**src/rtl/uart_rx_fifo.sv**
```systemverilog
// uart_rx_fifo: UART receive front-end for the CPU peripheral bus.
//   Synchronises the asynchronous UART_RX pin and deserialises 8N1 frames
//   using 16x oversampling. Received bytes go into a small show-ahead FIFO
//   that the CPU drains. Framing and overrun faults are kept as sticky flags.
//
// Ports:
//   clk        system clock, rising edge
//   reset      asynchronous active-low reset
//   UART_RX    serial line input, idle high, asynchronous to clk
//   rd_en      pop the FIFO head this cycle (ignored when empty)
//   clr_err    clears frame_err and overrun (a same-cycle set wins)
//   rx_data    FIFO head byte (show-ahead), 0 when empty
//   rx_empty   FIFO empty
//   rx_full    FIFO full
//   rx_count   FIFO occupancy
//   frame_err  sticky: stop bit sampled low
//   overrun    sticky: byte completed while FIFO full, byte dropped
//   rx_busy    receiver FSM is not idle
module uart_rx_fifo #(
  parameter int CLK_FREQ = 100000000,
  parameter int BAUD     = 9600,
  parameter int DEPTH    = 4
) (
  input  logic                     clk,
  input  logic                     reset,
  input  logic                     UART_RX,
  input  logic                     rd_en,
  input  logic                     clr_err,
  output logic [7:0]               rx_data,
  output logic                     rx_empty,
  output logic                     rx_full,
  output logic [$clog2(DEPTH):0]   rx_count,
  output logic                     frame_err,
  output logic                     overrun,
  output logic                     rx_busy
);

  localparam int DIV_RAW = CLK_FREQ / (BAUD * 16);
  localparam int DIV     = (DIV_RAW < 1) ? 1 : DIV_RAW;
  localparam int DIV_W   = (DIV > 1) ? $clog2(DIV) : 1;
  localparam int PTR_W   = $clog2(DEPTH);
  localparam int CNT_W   = PTR_W + 1;

  localparam logic [2:0] S_IDLE      = 3'd0;
  localparam logic [2:0] S_START     = 3'd1;
  localparam logic [2:0] S_DATA      = 3'd2;
  localparam logic [2:0] S_STOP      = 3'd3;
  localparam logic [2:0] S_WAIT_HIGH = 3'd4;

  // Two-flop synchroniser; flops reset high so reset never looks like a start edge.
  logic sync1_q, sync2_q, rx_s;

  // NOTE: sequential state uses non-blocking (<=) so every flop samples pre-edge values.
  always_ff @(posedge clk or negedge reset) begin
    if (!reset) begin
      sync1_q <= 1'b1;
      sync2_q <= 1'b1;
    end else begin
      sync1_q <= UART_RX;
      sync2_q <= sync1_q;
    end
  end

  assign rx_s = sync2_q;

  // Receiver FSM, oversample tick and shift register.
  logic [2:0]       state_q, state_d;
  logic [DIV_W-1:0] div_q, div_d;
  logic [3:0]       scnt_q, scnt_d;
  logic [2:0]       bit_q, bit_d;
  logic [7:0]       shift_q, shift_d;
  logic             tick, stop_ok, stop_bad;

  // The tick counter is parked at 0 in IDLE so each frame starts phase-aligned.
  assign tick = (state_q != S_IDLE) && (div_q == DIV_W'(DIV - 1));

  // NOTE: every always_comb output gets a default first, so no path can infer a latch.
  always_comb begin
    state_d  = state_q;
    scnt_d   = scnt_q;
    bit_d    = bit_q;
    shift_d  = shift_q;
    stop_ok  = 1'b0;
    stop_bad = 1'b0;

    if (state_q == S_IDLE || tick) div_d = '0;
    else                           div_d = div_q + DIV_W'(1);

    // scnt wraps 15 -> 0 naturally, which marks each 16-tick bit period.
    if (tick) scnt_d = scnt_q + 4'd1;

    case (state_q)
      S_IDLE: begin
        if (!rx_s) begin
          state_d = S_START;
          scnt_d  = '0;
        end
      end
      S_START: begin
        if (tick && scnt_q == 4'd7) begin
          if (!rx_s) begin
            state_d = S_DATA;
            scnt_d  = '0;
            bit_d   = '0;
          end else begin
            state_d = S_IDLE;   // glitch shorter than half a bit
          end
        end
      end
      S_DATA: begin
        if (tick && scnt_q == 4'd15) begin
          shift_d = {rx_s, shift_q[7:1]};   // LSB arrives first
          if (bit_q == 3'd7) state_d = S_STOP;
          else               bit_d   = bit_q + 3'd1;
        end
      end
      S_STOP: begin
        if (tick && scnt_q == 4'd15) begin
          if (rx_s) begin
            stop_ok = 1'b1;
            state_d = S_IDLE;
          end else begin
            stop_bad = 1'b1;
            state_d  = S_WAIT_HIGH;
          end
        end
      end
      S_WAIT_HIGH: begin
        // Hold off until the line recovers so a break is not seen as new frames.
        if (rx_s) state_d = S_IDLE;
      end
      default: state_d = S_IDLE;
    endcase
  end

  always_ff @(posedge clk or negedge reset) begin
    if (!reset) begin
      state_q <= S_IDLE;
      div_q   <= '0;
      scnt_q  <= '0;
      bit_q   <= '0;
      shift_q <= '0;
    end else begin
      state_q <= state_d;
      div_q   <= div_d;
      scnt_q  <= scnt_d;
      bit_q   <= bit_d;
      shift_q <= shift_d;
    end
  end

  // Show-ahead FIFO and sticky error flags.
  logic [7:0]       mem_q [DEPTH];
  logic [PTR_W-1:0] wr_ptr_q, rd_ptr_q;
  logic [CNT_W-1:0] count_q, count_d;
  logic             frame_err_q, frame_err_d, overrun_q, overrun_d;
  logic             full, pop, push, ovr_set;

  assign full    = (count_q == CNT_W'(DEPTH));
  assign pop     = rd_en && (count_q != '0);
  // A pop in the same cycle frees the slot, so a full FIFO can still accept.
  assign push    = stop_ok && (!full || pop);
  assign ovr_set = stop_ok && full && !pop;

  always_comb begin
    count_d = count_q;
    if (push && !pop)      count_d = count_q + CNT_W'(1);
    else if (pop && !push) count_d = count_q - CNT_W'(1);

    frame_err_d = frame_err_q;
    if (stop_bad)     frame_err_d = 1'b1;
    else if (clr_err) frame_err_d = 1'b0;

    overrun_d = overrun_q;
    if (ovr_set)      overrun_d = 1'b1;
    else if (clr_err) overrun_d = 1'b0;
  end

  // NOTE: storage has no reset; rx_data is masked to 0 while empty, so stale contents never show.
  always_ff @(posedge clk) begin
    if (push) mem_q[wr_ptr_q] <= shift_q;
  end

  // Pointers are exactly log2(DEPTH) wide, so they wrap modulo DEPTH for free.
  always_ff @(posedge clk or negedge reset) begin
    if (!reset) begin
      wr_ptr_q    <= '0;
      rd_ptr_q    <= '0;
      count_q     <= '0;
      frame_err_q <= 1'b0;
      overrun_q   <= 1'b0;
    end else begin
      if (push) wr_ptr_q <= wr_ptr_q + PTR_W'(1);
      if (pop)  rd_ptr_q <= rd_ptr_q + PTR_W'(1);
      count_q     <= count_d;
      frame_err_q <= frame_err_d;
      overrun_q   <= overrun_d;
    end
  end

  assign rx_data   = (count_q != '0) ? mem_q[rd_ptr_q] : 8'h00;
  assign rx_empty  = (count_q == '0);
  assign rx_full   = full;
  assign rx_count  = count_q;
  assign frame_err = frame_err_q;
  assign overrun   = overrun_q;
  assign rx_busy   = (state_q != S_IDLE);

endmodule

```
**config.mk**
```make
export PLATFORM = sky130hd
export DESIGN_NAME = uart_rx_fifo
export DESIGN_NICKNAME = d
export VERILOG_FILES = /design/src/rtl/uart_rx_fifo.sv
export SDC_FILE = /design/constraint.sdc
export NUM_CORES = 1
export LEC_CHECK = 0
export ABC_AREA = 1
export CORE_ASPECT_RATIO = 1.1
export CORE_MARGIN = 1
export CORE_UTILIZATION = 60
export DETAILED_ROUTE_END_ITERATION = 7
export PLACE_DENSITY = 0.81
export REMOVE_ABC_BUFFERS = 1
export SETUP_SLACK_MARGIN = 0.05
export SYNTH_ARGS = -nofsm -noshare
export SYNTH_HDL_FRONTEND = slang
export SYNTH_SLANG_ARGS = --single-unit
```
**constraint.sdc**
```tcl
create_clock -name clk -period 5.4 [get_ports clk]
set_input_delay 1.08 -clock clk [delete_from_list [all_inputs] [get_ports clk]]
set_output_delay 1.08 -clock clk [all_outputs]
set_load 0.005 [all_outputs]
```
==> results of run 1 <==
[cell usage in the layout, fill, tap and decap left out, types with 2 or more instances in the layout]
cell type and instances:
a21oi_1 12, clkbuf_8 9, clkdlybuf4s50_1 19, clkinv_1 2, clkinv_2 3, clkinvlp_4 2
dfrtp_1 37, dfstp_2 2, edfxtp_1 32, ha_1 10, inv_1 32, inv_2 4
nand2_1 67, nand2_2 2, nand3_1 21, nand4_1 5, nor2_1 58, nor2_2 2
nor2b_1 2, nor3_1 5, nor3_2 3, nor3b_1 3, o21ai_0 18, o21ai_2 2
xnor2_1 2, xor2_1 4
[per-stage QoR]
step	setup WS (ns)	hold WS (ns)	util [%]	area, um^2
CTS	2.13	0.359	72.6	3730
detailed placement	2.44	0.349	68.9	3540
finish	2.16	0.358	72.6	3730
floorplan	2.95	0.345	-	3250
global placement	2.48	0.346	68.9	3540
global route	1.95	0.366	72.6	3730
[kinds of logic after synthesis]
logic type | Yosys count | synth area share (%)
buffers and inverters | 43 | 5.72
DFF | 71 | 58.7
muxes | 1 | 0.341
adders and majority gates | 11 | 4.39
xor gates and xnor gates | 6 | 1.59
and+or+nand+nor | 173 | 24.0
AOI/OAI and AO/OA | 33 | 5.27
[area by class of cell]
class / count / area share, %
clock buffer: 9 / 3.32
timing repair buffer: 20 / 5.24
multi-input combinational: 224 / 31.5
inverter: 37 / 3.73
tap: 72 / 2.42
clock inverter: 7 / 1.71
sequential: 71 / 52.0
[path summary, 6_finish.rpt]
check	endpoint	from	depth (start not counted)	slack, ns
worst max-delay path	rx_data[7]	rd_ptr_q[0]	4	2.16
worst min-delay path	rx_s	sync1_q	0	0.36
worst max register to register	rx_count[2]	div_q[0]	15	2.77
worst min register to register	rx_s	sync1_q	0	0.36
max in group asynchronous	shift_q[4]	reset	1	4.01
min in group asynchronous	scnt_q[2]	reset	1	0.85
[per-layer routing]
layer | wire length, um | share of wire [%]
met1 | 2560 | 45
met2 | 2860 | 50
met3 | 113 | 2.0
met4 | 138 | 2.4
met5 | 0 | 0
[where the power goes]
part	switching (mW)	internal (mW)	total [mW]
combinational	0.142	0.175	0.316
clock	0.195	0.209	0.404
sequential	0.0539	0.582	0.636
[sequential cells by signal, indices dropped and copies added, names as in the netlist]
| signal | cells |
|---|---|
| bit_q | 3 |
| div_q | 10 |
| frame_err | 1 |
| mem_q | 32 |
| overrun | 1 |
| rd_ptr_q | 2 |
| rx_count | 3 |
| rx_s | 1 |
| scnt_q | 4 |
| shift_q | 8 |
| state_q | 3 |
| sync1_q | 1 |
| wr_ptr_q | 2 |
==> parameters.txt, run 1 <==
Parameter                              Value

Global route
  Gr usage total ... 22.7%
  Met2 track demand over resource in global routing ... 38.9%
  Maximum number of pins on one net before global-route repair ... 40
  Most crowded layer after global routing ... met2
  Total congestion overflow after global routing ... 0
  Number of global-route vias before repair ... 2236
  Antenna violations before repair ... 0
  Global-route wire length before repair ... 9.69 mm
  Met1 track utilization from global routing ... 26.2%
  Grt met3 use ... 4.29%

Timing
  Final slew viol count ... 0
  Fmax achieved ... 308 MHz
  Remaining max-slew budget at the tightest pin ... 37.4%
  Transition at the pin with the smallest max-transition slack ... 0.936 ns
  RSZ-0062 raised after global routing ... false
  Part of the cycle the worst path needs ... 60.0%
  Clock skew after layout ... 0.00742 ns
  Final hold viol count ... 0
  Shortest period the worst path allows ... 3.24 ns
  Final setup fails ... 0
  Sum Neg Setup Slack ... 0 ns

Placement
  Final estimated routing congestion in global placement ... 0.751
  Post-placement cell count ... 424
  Count of buffers from port buffering ... 20
  Final HPWL DP ... 3.96 mm

Synthesis
  Sequential-to-total area share from yosys stat ... 58.7%
  Synth top area share ... 29.1%
  Flop and latch count out of synthesis ... 71
  Netlist area before placement ... 3300 um^2
  Count of flip-flops with a built-in enable after synthesis ... 32
  Count of yosys warnings during synthesis ... 0
  Cell variety after synth ... 34
  Dominant cells by area after synthesis ... edfxtp_1, dfrtp_1, nand2_1
  Cell type with the largest total area after synthesis ... edfxtp_1
  Most instantiated flip-flop cell in the synthesis netlist ... dfrtp_1
  Cell with the most instances after synthesis ... nand2_1
  Average footprint of a synthesized cell ... 9.77 um^2
  Share of flip-flops with an asynchronous set or reset ... 54.9%
  Mapped Cells ... 338
  Leading cell types by count after synthesis ... nand2_1, nor2_1, dfrtp_1

Setup path
  Arrival time worst endpoint ... 2.16 ns
  Critical path capture point type ... primary output
  Number of buffer and inverter instances along the worst setup path ... 2
  Cell class contributing the biggest share of worst-path delay ... flip-flops
  Worst setup path class ... reg2out
  Largest stage delay, worst path ... 0.75 ns
  Maximum fanout count along the critical path ... 19
  Crit path required time ... 4.32 ns
  Critical path launch point type ... register
  Worst-path cell with the longest stage delay ... dfrtp_1
  Cells along the critical path ... inv_2 > o21ai_0 > a21oi_1 > clkdlybuf4s50_1

Flow run
  Number of max-capacitance violations reported ... 0

Clock tree
  H-tree level count ... 3
  Number of buffers between clock root and the deepest sink ... 2
  Clock transition at path regs ... 0.07 ns
  Post-cts sizing count ... 0
  CTS root buffer ... clkbuf_8
  Post-CTS Hold Fix Bufs ... 0
  TritonCTS clock tree ... yes
  TritonCTS Buffers ... 9
  Worst-Skew Late Latency ... 0.34 ns
  Post-CTS Setup Inserts ... 0
  Clock tree sinks ... 71

Die
  Num ports ... 21
  Core Region ... 5130 um^2
  Die boundary width ... 72.7 um
  Initial core utilization ... 64.3%
  Die Height ... 79.8 um
  DIE AREA ... 5810 um^2
  Row count ... 27

Drt
  Detailed-route wire length ... 5.67 mm
  Count of antenna-violating nets left after detailed routing ... 0
  Remaining DRCs ... 0
  Number of violations reported at the end of detailed-routing iteration 0 ... 88
  Via-per-instance ratio ... 5.19
  First-pass iteration count of the detailed router ... 4
  Vias after detailed routing ... 2282
  Routed wire per std cell ... 12.9 um

Layout
  Layout net count ... 379
  Proportion of layout cells with a drive suffix above 1 ... 10.1%
  Post-route non-filler standard cell count ... 440
  Number of fill cells in the layout ... 403
  Multi-input gate area in the final layout ... 1170 um^2
  Layout Area Growth over Synthesis ... 12.8%
  Combined flip-flop and latch cell area ... 1940 um^2
  Antenna diode instance count ... 0

Power
  Power consumption ... 1.36 mW
  Lkg Pwr ... 1.70 nW
  VDD IR-drop max ... 0.220 mV
  Cell Pwr Density ... 364 nW/um^2

Hold path
  Worst hold path type ... reg2reg

Run status
  Result of the run ... completed
Power figures use the tool's default switching activity.
==> inputs of run 2 (changes only) <==
CORE_UTILIZATION = 53   (was 60)
PLACE_DENSITY = 0.75   (was 0.81)
clock period = 2.7 ns   (was 5.4 ns; I/O delays follow)
==> run 2 against run 1 <==
Compared with the run above: cell count rose by 3.4%; via count up 1.1%; sequential share of layout area is 1.9 points lower; routed wire length is 3.7% higher; non-clock buffer count up 10; worst hold slack lost 0.041 ns; combinational power increased by 140%; utilization is 6.7 points lower; critical path type unchanged.
==> parameters.txt, run 2 (synthesis results as in run 1) <==
Parameter                              Value

Hold path
  Worst hold path type ... in2async

Timing
  Transition at the pin with the smallest max-transition slack ... 0.884 ns
  Shortest period the worst path allows ... 2.49 ns
  Remaining max-slew budget at the tightest pin ... 41.1%
  Fmax achieved ... 402 MHz
  Final hold viol count ... 0
  RSZ-0062 raised after global routing ... false
  Final slew viol count ... 0
  Part of the cycle the worst path needs ... 92.1%
  Final setup fails ... 0
  Sum Neg Setup Slack ... 0 ns
  Clock skew after layout ... 0.00812 ns

Power
  Lkg Pwr ... 1.78 nW
  Gate power share ... 25.1%
  Power dissipated by switching net loads ... 820 uW
  Cell Pwr Density ... 774 nW/um^2
  Switching power as a share of total power ... 27.4%
  Power consumption ... 2.99 mW
  Part of the total power dissipated in the clock network ... 33.8%
  Cell internal power dissipation ... 2.17 mW
  VDD IR-drop max ... 0.472 mV
  Proportion of power drawn by flip-flops and latches ... 41.1%

Setup path
  Number of buffer and inverter instances along the worst setup path ... 2
  Worst-path cell with the longest stage delay ... clkdlybuf4s50_1
  Maximum fanout count along the critical path ... 11
  Critical path launch point type ... register
  Largest stage delay, worst path ... 0.52 ns
  Most Frequent Cell on Critical Path ... nor2_1
  Critical path capture point type ... primary output
  Arrival time worst endpoint ... 1.95 ns
  Worst setup path class ... reg2out
  Cells along the critical path ... buf_4 > nor2_1 > nor2_1 > o21ai_0 > a21oi_1 > clkdlybuf4s50_1
  Cell class contributing the biggest share of worst-path delay ... buffers and inverters
  Crit path required time ... 2.16 ns

Clock tree
  CTS root buffer ... clkbuf_8
  H-tree level count ... 3
  Clock tree sinks ... 71
  Worst-Skew Late Latency ... 0.34 ns
  Number of buffers between clock root and the deepest sink ... 2
  Clock transition at path regs ... 0.08 ns
  TritonCTS clock tree ... yes
  TritonCTS Buffers ... 9

Global route
  Number of global-route vias before repair ... 2201
  Maximum number of pins on one net before global-route repair ... 40
  Total congestion overflow after global routing ... 0
  Gr usage total ... 20.4%
  Antenna violations before repair ... 0
  Global-route wire length before repair ... 10.1 mm

Run status
  Result of the run ... completed

Placement
  Count of buffers from port buffering ... 20
  Final estimated routing congestion in global placement ... 0.766
  Final HPWL DP ... 3.92 mm

Flow run
  Number of max-capacitance violations reported ... 0

Layout
  Antenna diode instance count ... 0
  Utilization after layout ... 65.8%
  Layout net count ... 389
  Flip-flop count of the largest register, all copies and words added ... 32
  Most common cell after layout, fill and taps aside ... nand2_1
  Largest registers ... mem_q (32), div_q (10), shift_q (8)
  Top library cells by usage in the layout, fill and taps aside ... nand2_1, nor2_1, dfrtp_1
  Register with the most flip-flops ... mem_q
  Proportion of layout cells with a drive suffix above 1 ... 13.2%
  Layout Area Growth over Synthesis ... 17.1%

Drt
  Number of violations reported at the end of detailed-routing iteration 0 ... 72
  Remaining DRCs ... 0
  Vias after detailed routing ... 2308
  Via-per-instance ratio ... 5.07
  First-pass iteration count of the detailed router ... 5
  Detailed-route wire length ... 5.88 mm
  Routed wire per std cell ... 12.9 um
  Count of antenna-violating nets left after detailed routing ... 0

Die
  Core Region ... 5880 um^2
  Row count ... 29
  DIE AREA ... 6550 um^2
  Die boundary width ... 77.3 um
  Num ports ... 21
  Die Height ... 84.8 um
  Initial core utilization ... 56.2%
run 2: cell count changes in the layout (fill, tap and decap cells not counted):
cell	previous run	this run
dfrtp_1	37	36
inv_6	0	1
dfrtp_2	0	1
buf_4	0	10
bufinv_16	1	3
clkinv_1	2	0
clkinv_2	3	1
clkinv_4	0	1
run 2: final cells by class:
class	count	area, um^2
timing repair buffer	30	270
sequential	71	1940
clock buffer	9	124
inverter	37	143
clock inverter	7	120
tap	77	96.3
fill	488	2010
multi-input combinational	224	1170
run 2: power groups by stage:
stage / clock network (mW) / registers (mW) / logic (mW)
CTS: 1.04 / 1.22 / 0.753
global route: 1.07 / 1.24 / 0.836
global placement: 0 / 1.24 / 0.723
detailed placement: 0 / 1.25 / 0.745
finish: 1.01 / 1.23 / 0.753
floorplan: 0 / 1.27 / 0.330
run 2: final timing paths:
path                        startpoint  depth (start not counted)          end  slack (ns)
max in group asynchronous        reset                          1  rd_ptr_q[0]        1.78
hold reg to reg                sync1_q                          0         rx_s        0.36
min in group clk               sync1_q                          0         rx_s        0.36
hold / removal                   reset                          1     div_q[4]        0.32
setup reg to reg              div_q[0]                         15  rx_count[2]        0.34
setup / recovery           rd_ptr_q[0]                          6   rx_data[1]        0.21
run 2: repair_timing:
action	4_1_cts	5_1_grt
endpoints found under the setup margin	0	2
gates resized for setup	0	2
hold buffers	0	0
buffers inserted	0	0
run 2: routing by layer:
metal	share of wire [%]	routed length [um]	global-route usage [%]	vias up
met5	0	0	0	-
met4	0.73	43	6.17	0
met3	3.2	188	6.20	4
met2	52	3080	35.6	39
met1	44	2570	24.2	1097
li1	-	-	-	1168
run 2: stage by stage:
stage                     instance area [um^2]  instances  hold WS (ns)  setup slack [ns]
after global routing                      3870        455         0.366            0.0502
after floorplan                           3250        332         0.244             0.370
after CTS                                 3860        455         0.328             0.157
after global placement                    3620        439         0.348             0.309
final                                     3870        455         0.317             0.214
after detailed placement                  3620        439         0.348             0.249
==> inputs of run 3 (changes only) <==
CORE_MARGIN = unset   (was 1)
HOLD_SLACK_MARGIN = 0.05   (was unset)
==> results of run 3 <==
The final DEF is identical to that of run 2; final timing and power are the same.
